[src/rtl/lock_pkg.sv]
// Shared definitions for the parametrised combination lock: state encoding
// and active-low seven-segment glyphs (bit 6 = g, bit 0 = a).
package lock_pkg;

  typedef enum logic [2:0] {
    ST_ENTRY   = 3'd0,
    ST_OPEN    = 3'd1,
    ST_CLOSED  = 3'd2,
    ST_ERROR   = 3'd3,
    ST_LOCKOUT = 3'd4
  } lock_state_e;

  localparam logic [6:0] SEG_BLANK = 7'h7F;
  localparam logic [6:0] SEG_DASH  = 7'h3F;
  localparam logic [6:0] SEG_0     = 7'h40;
  localparam logic [6:0] SEG_1     = 7'h79;
  localparam logic [6:0] SEG_2     = 7'h24;
  localparam logic [6:0] SEG_3     = 7'h30;
  localparam logic [6:0] SEG_4     = 7'h19;
  localparam logic [6:0] SEG_5     = 7'h12;
  localparam logic [6:0] SEG_6     = 7'h02;
  localparam logic [6:0] SEG_7     = 7'h78;
  localparam logic [6:0] SEG_8     = 7'h00;
  localparam logic [6:0] SEG_9     = 7'h10;
  localparam logic [6:0] SEG_O     = 7'h40;
  localparam logic [6:0] SEG_P     = 7'h0C;
  localparam logic [6:0] SEG_E     = 7'h06;
  localparam logic [6:0] SEG_N     = 7'h2B;
  localparam logic [6:0] SEG_C     = 7'h46;
  localparam logic [6:0] SEG_L     = 7'h47;
  localparam logic [6:0] SEG_S     = 7'h12;
  localparam logic [6:0] SEG_D     = 7'h21;
  localparam logic [6:0] SEG_R     = 7'h2F;
  localparam logic [6:0] SEG_U     = 7'h41;
  localparam logic [6:0] SEG_T     = 7'h07;

  // Anything outside 0..9 renders as a dash.
  function automatic logic [6:0] seg_decimal(input logic [31:0] v);
    case (v)
      32'd0:   seg_decimal = SEG_0;
      32'd1:   seg_decimal = SEG_1;
      32'd2:   seg_decimal = SEG_2;
      32'd3:   seg_decimal = SEG_3;
      32'd4:   seg_decimal = SEG_4;
      32'd5:   seg_decimal = SEG_5;
      32'd6:   seg_decimal = SEG_6;
      32'd7:   seg_decimal = SEG_7;
      32'd8:   seg_decimal = SEG_8;
      32'd9:   seg_decimal = SEG_9;
      default: seg_decimal = SEG_DASH;
    endcase
  endfunction

endpackage

[src/rtl/lock_msg_display.sv]
// Combinational message generator: maps lock state and recent entry digits
// onto six active-low seven-segment digits (segs[0] = HEX0).
module lock_msg_display
  import lock_pkg::*;
#(
  parameter int DIGIT_W = 4
) (
  input  lock_state_e              state,
  input  logic [6*DIGIT_W-1:0]     digits,
  input  logic [2:0]               shown,
  output logic [5:0][6:0]          segs
);

  always_comb begin
    segs = {6{SEG_BLANK}};
    case (state)
      ST_ENTRY: begin
        // Newest digit sits in the low slot and lands on HEX0.
        for (int i = 0; i < 6; i++) begin
          if (3'(i) < shown) begin
            segs[i] = seg_decimal(32'(digits[i*DIGIT_W +: DIGIT_W]));
          end
        end
      end
      ST_OPEN: begin
        segs[3] = SEG_O;
        segs[2] = SEG_P;
        segs[1] = SEG_E;
        segs[0] = SEG_N;
      end
      ST_CLOSED: begin
        segs[5] = SEG_C;
        segs[4] = SEG_L;
        segs[3] = SEG_O;
        segs[2] = SEG_S;
        segs[1] = SEG_E;
        segs[0] = SEG_D;
      end
      ST_ERROR: begin
        segs[4] = SEG_E;
        segs[3] = SEG_R;
        segs[2] = SEG_R;
        segs[1] = SEG_0;
        segs[0] = SEG_R;
      end
      ST_LOCKOUT: begin
        segs[5] = SEG_L;
        segs[4] = SEG_O;
        segs[3] = SEG_C;
        segs[2] = SEG_O;
        segs[1] = SEG_U;
        segs[0] = SEG_T;
      end
      default: segs = {6{SEG_BLANK}};
    endcase
  end

endmodule

[src/rtl/combo_lock_param.sv]
// Parametrised combination lock core: digit entry, programmable code,
// failure counting with timed lockout, and registered HEX status display.
module combo_lock_param
  import lock_pkg::*;
#(
  parameter int                          DIGIT_W        = 4,
  parameter int                          CODE_LEN       = 6,
  parameter logic [CODE_LEN*DIGIT_W-1:0] DEFAULT_CODE   = 24'h838482,
  parameter int                          MAX_TRIES      = 3,
  parameter int                          LOCKOUT_CYCLES = 16
) (
  input  logic                                clk,
  input  logic                                reset,
  input  logic [DIGIT_W-1:0]                  digit_in,
  input  logic                                digit_valid,
  input  logic                                clear,
  input  logic                                prog_en,
  input  logic                                relock,
  output logic                                unlocked,
  output logic [2:0]                          state,
  output logic [$clog2(CODE_LEN+1)-1:0]       digit_count,
  output logic [$clog2(MAX_TRIES+1)-1:0]      fail_count,
  output logic [6:0]                          HEX0,
  output logic [6:0]                          HEX1,
  output logic [6:0]                          HEX2,
  output logic [6:0]                          HEX3,
  output logic [6:0]                          HEX4,
  output logic [6:0]                          HEX5
);

  localparam int CODE_W = CODE_LEN * DIGIT_W;
  localparam int CW     = $clog2(CODE_LEN + 1);
  localparam int FW     = $clog2(MAX_TRIES + 1);
  localparam int LW     = $clog2(LOCKOUT_CYCLES + 1);

  lock_state_e       state_q, state_n;
  logic [CW-1:0]     count_q, count_n;
  logic [FW-1:0]     fail_q, fail_n;
  logic [LW-1:0]     lock_q, lock_n;
  logic              bad_q, bad_n;
  logic              unlocked_q;
  logic [CODE_W-1:0] code_q, code_n;
  logic [CODE_W-1:0] entry_q, entry_n;
  logic [CODE_W-1:0] shadow_q, shadow_n;
  logic [5:0][6:0]   hex_q, hex_n;
  logic [2:0]        shown;
  logic              is_dec;
  logic              last_digit;
  logic              bad_any;

  function automatic logic [CODE_W-1:0] shift_in(input logic [CODE_W-1:0] reg_v,
                                                 input logic [DIGIT_W-1:0] d);
    shift_in = (reg_v << DIGIT_W) | CODE_W'(d);
  endfunction

  assign is_dec     = (32'(digit_in) <= 32'd9);
  assign last_digit = (count_q == CW'(CODE_LEN - 1));

  always_comb begin
    state_n  = state_q;
    count_n  = count_q;
    fail_n   = fail_q;
    lock_n   = lock_q;
    bad_n    = bad_q;
    code_n   = code_q;
    entry_n  = entry_q;
    shadow_n = shadow_q;
    bad_any  = bad_q | ~is_dec;
    case (state_q)
      ST_ENTRY: begin
        if (digit_valid) begin
          entry_n = shift_in(entry_q, digit_in);
          if (last_digit) begin
            count_n = '0;
            bad_n   = 1'b0;
            if (!bad_any && entry_n == code_q) begin
              state_n = ST_OPEN;
              fail_n  = '0;
            end else if (32'(fail_q) + 32'd1 >= 32'(MAX_TRIES)) begin
              // The failure that hits the limit skips CLOSED/ERROR entirely.
              state_n = ST_LOCKOUT;
              fail_n  = FW'(MAX_TRIES);
              lock_n  = LW'(LOCKOUT_CYCLES);
            end else begin
              state_n = bad_any ? ST_ERROR : ST_CLOSED;
              fail_n  = fail_q + 1'b1;
            end
          end else begin
            count_n = count_q + 1'b1;
            bad_n   = bad_any;
          end
        end
      end
      ST_OPEN: begin
        if (relock) begin
          state_n = ST_ENTRY;
          count_n = '0;
        end else if (!prog_en) begin
          count_n = '0;
        end else if (digit_valid) begin
          if (!is_dec) begin
            count_n = '0;
          end else begin
            shadow_n = shift_in(shadow_q, digit_in);
            if (last_digit) begin
              code_n  = shadow_n;
              count_n = '0;
            end else begin
              count_n = count_q + 1'b1;
            end
          end
        end
      end
      ST_CLOSED, ST_ERROR: begin
        if (clear) begin
          state_n = ST_ENTRY;
          count_n = '0;
        end
      end
      ST_LOCKOUT: begin
        if (lock_q <= LW'(1)) begin
          state_n = ST_ENTRY;
          lock_n  = '0;
          fail_n  = '0;
        end else begin
          lock_n = lock_q - 1'b1;
        end
      end
      default: begin
        state_n = ST_ENTRY;
        count_n = '0;
      end
    endcase
  end

  // Display is driven from next-state values so it registers alongside state.
  assign shown = (32'(count_n) >= 32'd6) ? 3'd6 : 3'(count_n);

  lock_msg_display #(
    .DIGIT_W (DIGIT_W)
  ) u_display (
    .state  (state_n),
    .digits ((6*DIGIT_W)'(entry_n)),
    .shown  (shown),
    .segs   (hex_n)
  );

  always_ff @(posedge clk) begin
    if (reset) begin
      state_q    <= ST_ENTRY;
      count_q    <= '0;
      fail_q     <= '0;
      lock_q     <= '0;
      bad_q      <= 1'b0;
      unlocked_q <= 1'b0;
      code_q     <= DEFAULT_CODE;
      hex_q      <= {6{SEG_BLANK}};
    end else begin
      state_q    <= state_n;
      count_q    <= count_n;
      fail_q     <= fail_n;
      lock_q     <= lock_n;
      bad_q      <= bad_n;
      unlocked_q <= (state_n == ST_OPEN);
      code_q     <= code_n;
      hex_q      <= hex_n;
    end
  end

  always_ff @(posedge clk) begin
    entry_q  <= entry_n;
    shadow_q <= shadow_n;
  end

  assign state       = state_q;
  assign digit_count = count_q;
  assign fail_count  = fail_q;
  assign unlocked    = unlocked_q;
  assign HEX0        = hex_q[0];
  assign HEX1        = hex_q[1];
  assign HEX2        = hex_q[2];
  assign HEX3        = hex_q[3];
  assign HEX4        = hex_q[4];
  assign HEX5        = hex_q[5];

endmodule

[config.mk]
export PLATFORM = sky130hd
export DESIGN_NAME = combo_lock_param
export DESIGN_NICKNAME = d
export VERILOG_FILES = /design/src/rtl/lock_pkg.sv /design/src/rtl/lock_msg_display.sv /design/src/rtl/combo_lock_param.sv
export SDC_FILE = /design/constraint.sdc
export NUM_CORES = 1
export LEC_CHECK = 0
export CORE_ASPECT_RATIO = 1.5
export CORE_MARGIN = 4
export CORE_UTILIZATION = 55
export CTS_BUF_LIST = sky130_fd_sc_hd__clkbuf_2 sky130_fd_sc_hd__clkbuf_4 sky130_fd_sc_hd__clkbuf_8
export CTS_CLUSTER_SIZE = 10
export DETAILED_ROUTE_END_ITERATION = 10
export PLACE_DENSITY = 0.83
export RECOVER_POWER = 100
export SETUP_SLACK_MARGIN = 0.3
export SYNTH_ARGS = -nofsm -noshare
export SYNTH_HDL_FRONTEND = slang
export SYNTH_HIERARCHICAL = 1
export SYNTH_SLANG_ARGS = --single-unit
[constraint.sdc]
create_clock -name clk -period 6.62 [get_ports clk]
set_input_delay 1.324 -clock clk [delete_from_list [all_inputs] [get_ports clk]]
set_output_delay 1.324 -clock clk [all_outputs]
set_load 0.01 [all_outputs]
==> results.sh <==
export IMPL_status="complete, but fails checks"
export IMPL_violations="max-capacitance violations, max-slew violations"
export IMPL_synth_common_cells="dfxtp_1, nor2_1, or2_2"
export IMPL_yosysTopAreaCellShare=0.3493
export IMPL_final_period_utilization=0.7557
export IMPL_place_hpwl_um=10330
export IMPL_setup_viol=0
export IMPL_portBuffers=60
export IMPL_die_y_um=136.1
export IMPL_io_pins=61
export IMPL_ys_types=57
export IMPL_initial_utilization=0.5651
export IMPL_p_comb_frac=0.193
export IMPL_grt_pass1_vias=4719
export IMPL_arrival_ns=5.33
export IMPL_cts_made_buffers=17
export IMPL_power_share_clock=0.352
export IMPL_yosysSeqAreaShare=0.4492
export IMPL_grt_antenna_before_repair=0
export IMPL_synth_area_per_cell_um2=9.506
export IMPL_crit_required_ns=6.94
export IMPL_async_reset_ff_frac=0
export IMPL_rr_worst_depth=8
export IMPL_cts_setup_buffers=0
export IMPL_die_area_mm2=0.01271
export IMPL_synthFlopType="dfxtp_1"
export IMPL_drc=0
export IMPL_grt_setup_unrepaired="no"
export IMPL_finalNetCount=725
export IMPL_overflow=0
export IMPL_row_count=46
export IMPL_fin_util=0.6605
export IMPL_netlist_instances=633
export IMPL_whs_path_depth=0
export IMPL_regToRegEndpoint="HEX2[1]"
export IMPL_start_kind="input pin"
export IMPL_drt_wirelength_per_cell_um=16.98
export IMPL_ys_ff_latch=125
export IMPL_cts_resized=0
export IMPL_cts_buffer_depth=2
export IMPL_rrSetupSlack_ns=2.48
export IMPL_p_seq_frac=0.455
export IMPL_track_usage=0.2296
export IMPL_p_per_area_mw_per_mm2=266.2
export IMPL_syn_nets=675
export IMPL_finalSetupTns_ns=0
export IMPL_core_area_mm2=0.01065
export IMPL_vias_per_cell=5.598
export IMPL_fillCellCount=831
export IMPL_slew_viol_final=26
export IMPL_grt_max_degree=84
export IMPL_min_period_ns=5.003
export IMPL_path_clk_slew_ns=0.07
export IMPL_cp_max_fo=25
export IMPL_worst_pin_slew_ns=1.885
export IMPL_synth_most_common_cell="dfxtp_1"
export IMPL_fmax_mhz=199.9
export IMPL_swShare=0.2850
export IMPL_timing_rr_start="state[2]"
export IMPL_synth_area_mm2=0.006017
export IMPL_die_w_um=93.40
export IMPL_relSlewSlack=-0.2614
export IMPL_ys_top_cells_by_area="dfxtp_1, edfxtp_1, ha_1, or2_2, mux2_2"
export IMPL_wl_um=14260
export IMPL_vdd_drop_max_mv=0.1562
export IMPL_p_int_uw=1338
export IMPL_p_switching_uw=533.5
export IMPL_synth_edf_count=20
export IMPL_drive_gt1_frac=0.1193
export IMPL_synth_top_area_cell="dfxtp_1"
export IMPL_grt_pass1_wl_um=22740
export IMPL_ant_nets=0
export IMPL_cts_root_buffer_cell="clkbuf_8"
export IMPL_clk_latency_ns=0.44
export IMPL_critPathKind="input pin to flip-flop"
export IMPL_yosys_warnings=6
export IMPL_power_leakage_uw=0.002746
export IMPL_area_growth_pct=16.89
export IMPL_n_antenna_cell=0
export IMPL_critPathCaptureType="flip-flop"
export IMPL_vias=4702
export IMPL_cts_tree="done"
export IMPL_cap_violations=1
export IMPL_hold_viol=0
export IMPL_finClkSkew_ns=0.01114
export IMPL_htreeDepth=4
export IMPL_drt_pass1_iter_count=5
export IMPL_hp_class="flip-flop to flip-flop"
export IMPL_hold_end="shadow_q[5]"
export IMPL_place_gp_congestion=0.9647
export IMPL_hp_start="shadow_q[1]"
export IMPL_clock_sinks=125
export IMPL_first_iter_violations=285
export IMPL_holdBufCountCts=0
-- final cells by class --
cell class | count | area, um^2 | share of cell area
multi-input cells | 451 | 3045 | 0.4330
well taps | 144 | 180.2 | 0.02562
repair buffers | 64 | 618.1 | 0.08788
flip-flops and latches | 125 | 2703 | 0.3843
inverters | 24 | 90.09 | 0.01281
clock inverters | 7 | 90.09 | 0.01281
clock buffers | 25 | 306.5 | 0.04359
-- worst max-delay path: stages --
cell           delay (ns)
dlygate4sd3_1        0.67
inv_1                0.11
nor2_1               1.42
mux2_1               0.54
or2_0                0.29
a21o_1               0.23
a21o_1               0.17
a211o_1              0.30
or2_2                0.27
-- flip-flops by register name, summed over array words and instances, names as in the netlist --
register,flops
HEX0,7
HEX1,7
HEX2,7
HEX3,7
HEX4,7
HEX5,7
bad_q,1
code_q,24
digit_count,3
entry_q,24
fail_count,2
lock_q,5
shadow_q,20
state,3
unlocked,1
-- cells in the final DEF, fill, tap and decap left out, types with 3 or more instances in the layout --
cell,Yosys,layout
dfxtp_1,105,105
dlygate4sd3_1,0,57
nor2_1,50,51
or2_2,45,45
o21ai_0,40,43
nand2_1,39,40
a21oi_1,39,39
ha_1,32,32
nand2b_1,26,28
inv_1,24,24
mux2_1,0,24
mux2i_1,20,20
edfxtp_1,20,20
clkbuf_8,0,19
xnor2_1,12,12
xor2_1,12,12
and3_1,9,9
a211o_1,9,9
a21o_1,8,8
a211oi_1,8,8
nand4_1,7,7
clkbuf_4,0,6
nor3b_1,5,5
nor3_1,5,5
nor2b_1,5,5
nor4_1,4,4
o31ai_1,3,4
o21ai_1,7,4
nand3_1,3,3
or3_1,3,3
a32o_1,3,3
clkinv_2,0,3
or2_0,0,3
-- stage by stage --
| step | setup WS, ns | area (um^2) | std cells | hold slack [ns] | total power, uW |
|---|---|---|---|---|---|
| final | 1.617 | 7033 | 840 | 0.4571 | 1872 |
| after floorplan | 2.834 | 6017 | 633 | 0.4174 | 1130 |
| after CTS | 1.974 | 7082 | 840 | 0.4585 | 1894 |
| after global placement | 1.562 | 6685 | 808 | 0.4279 | 1218 |
| after global routing | 1.463 | 7033 | 840 | 0.4660 | 1960 |
| after detailed placement | 1.533 | 6685 | 808 | 0.4345 | 1236 |
-- metal layers --
layer,wire length [um],share of wire,global-route usage
met4,463,0.032,0.1149
met1,5712,0.40,0.2545
met2,7541,0.53,0.4075
met3,544,0.038,0.05150
met5,0,0,0
-- logic make-up after synthesis --
kind of cell | share of synthesized area
AOI/OAI and AO/OA | 0.1356
xor gates and xnor gates | 0.03493
adders and majority gates | 0.06654
buffers and inverters | 0.03909
DFF | 0.4492
muxes | 0.07819
and+or+nand+nor | 0.1965
-- power groups by stage --
stage	Combinational, uW	Sequential [uW]	Clock (uW)
3_3_place_gp	350	868	0
3_5_place_dp	366	871	0
4_1_cts	369	853	671
2_1_floorplan	268	863	0
6_report	361	852	659
5_1_grt	397	857	706
-- how the worst max path moves through the flow --
stage	start	endpoint	slack, ns
floorplan	digit_in[0]	HEX0[0]	2.83
global placement	digit_in[0]	HEX0[0]	1.56
detailed placement	digit_in[0]	HEX0[0]	1.53
CTS	digit_in[0]	HEX0[0]	1.97
global route	digit_valid	HEX3[2]	1.46
finish	digit_valid	HEX2[1]	1.62
Power figures use the tool's default switching activity.
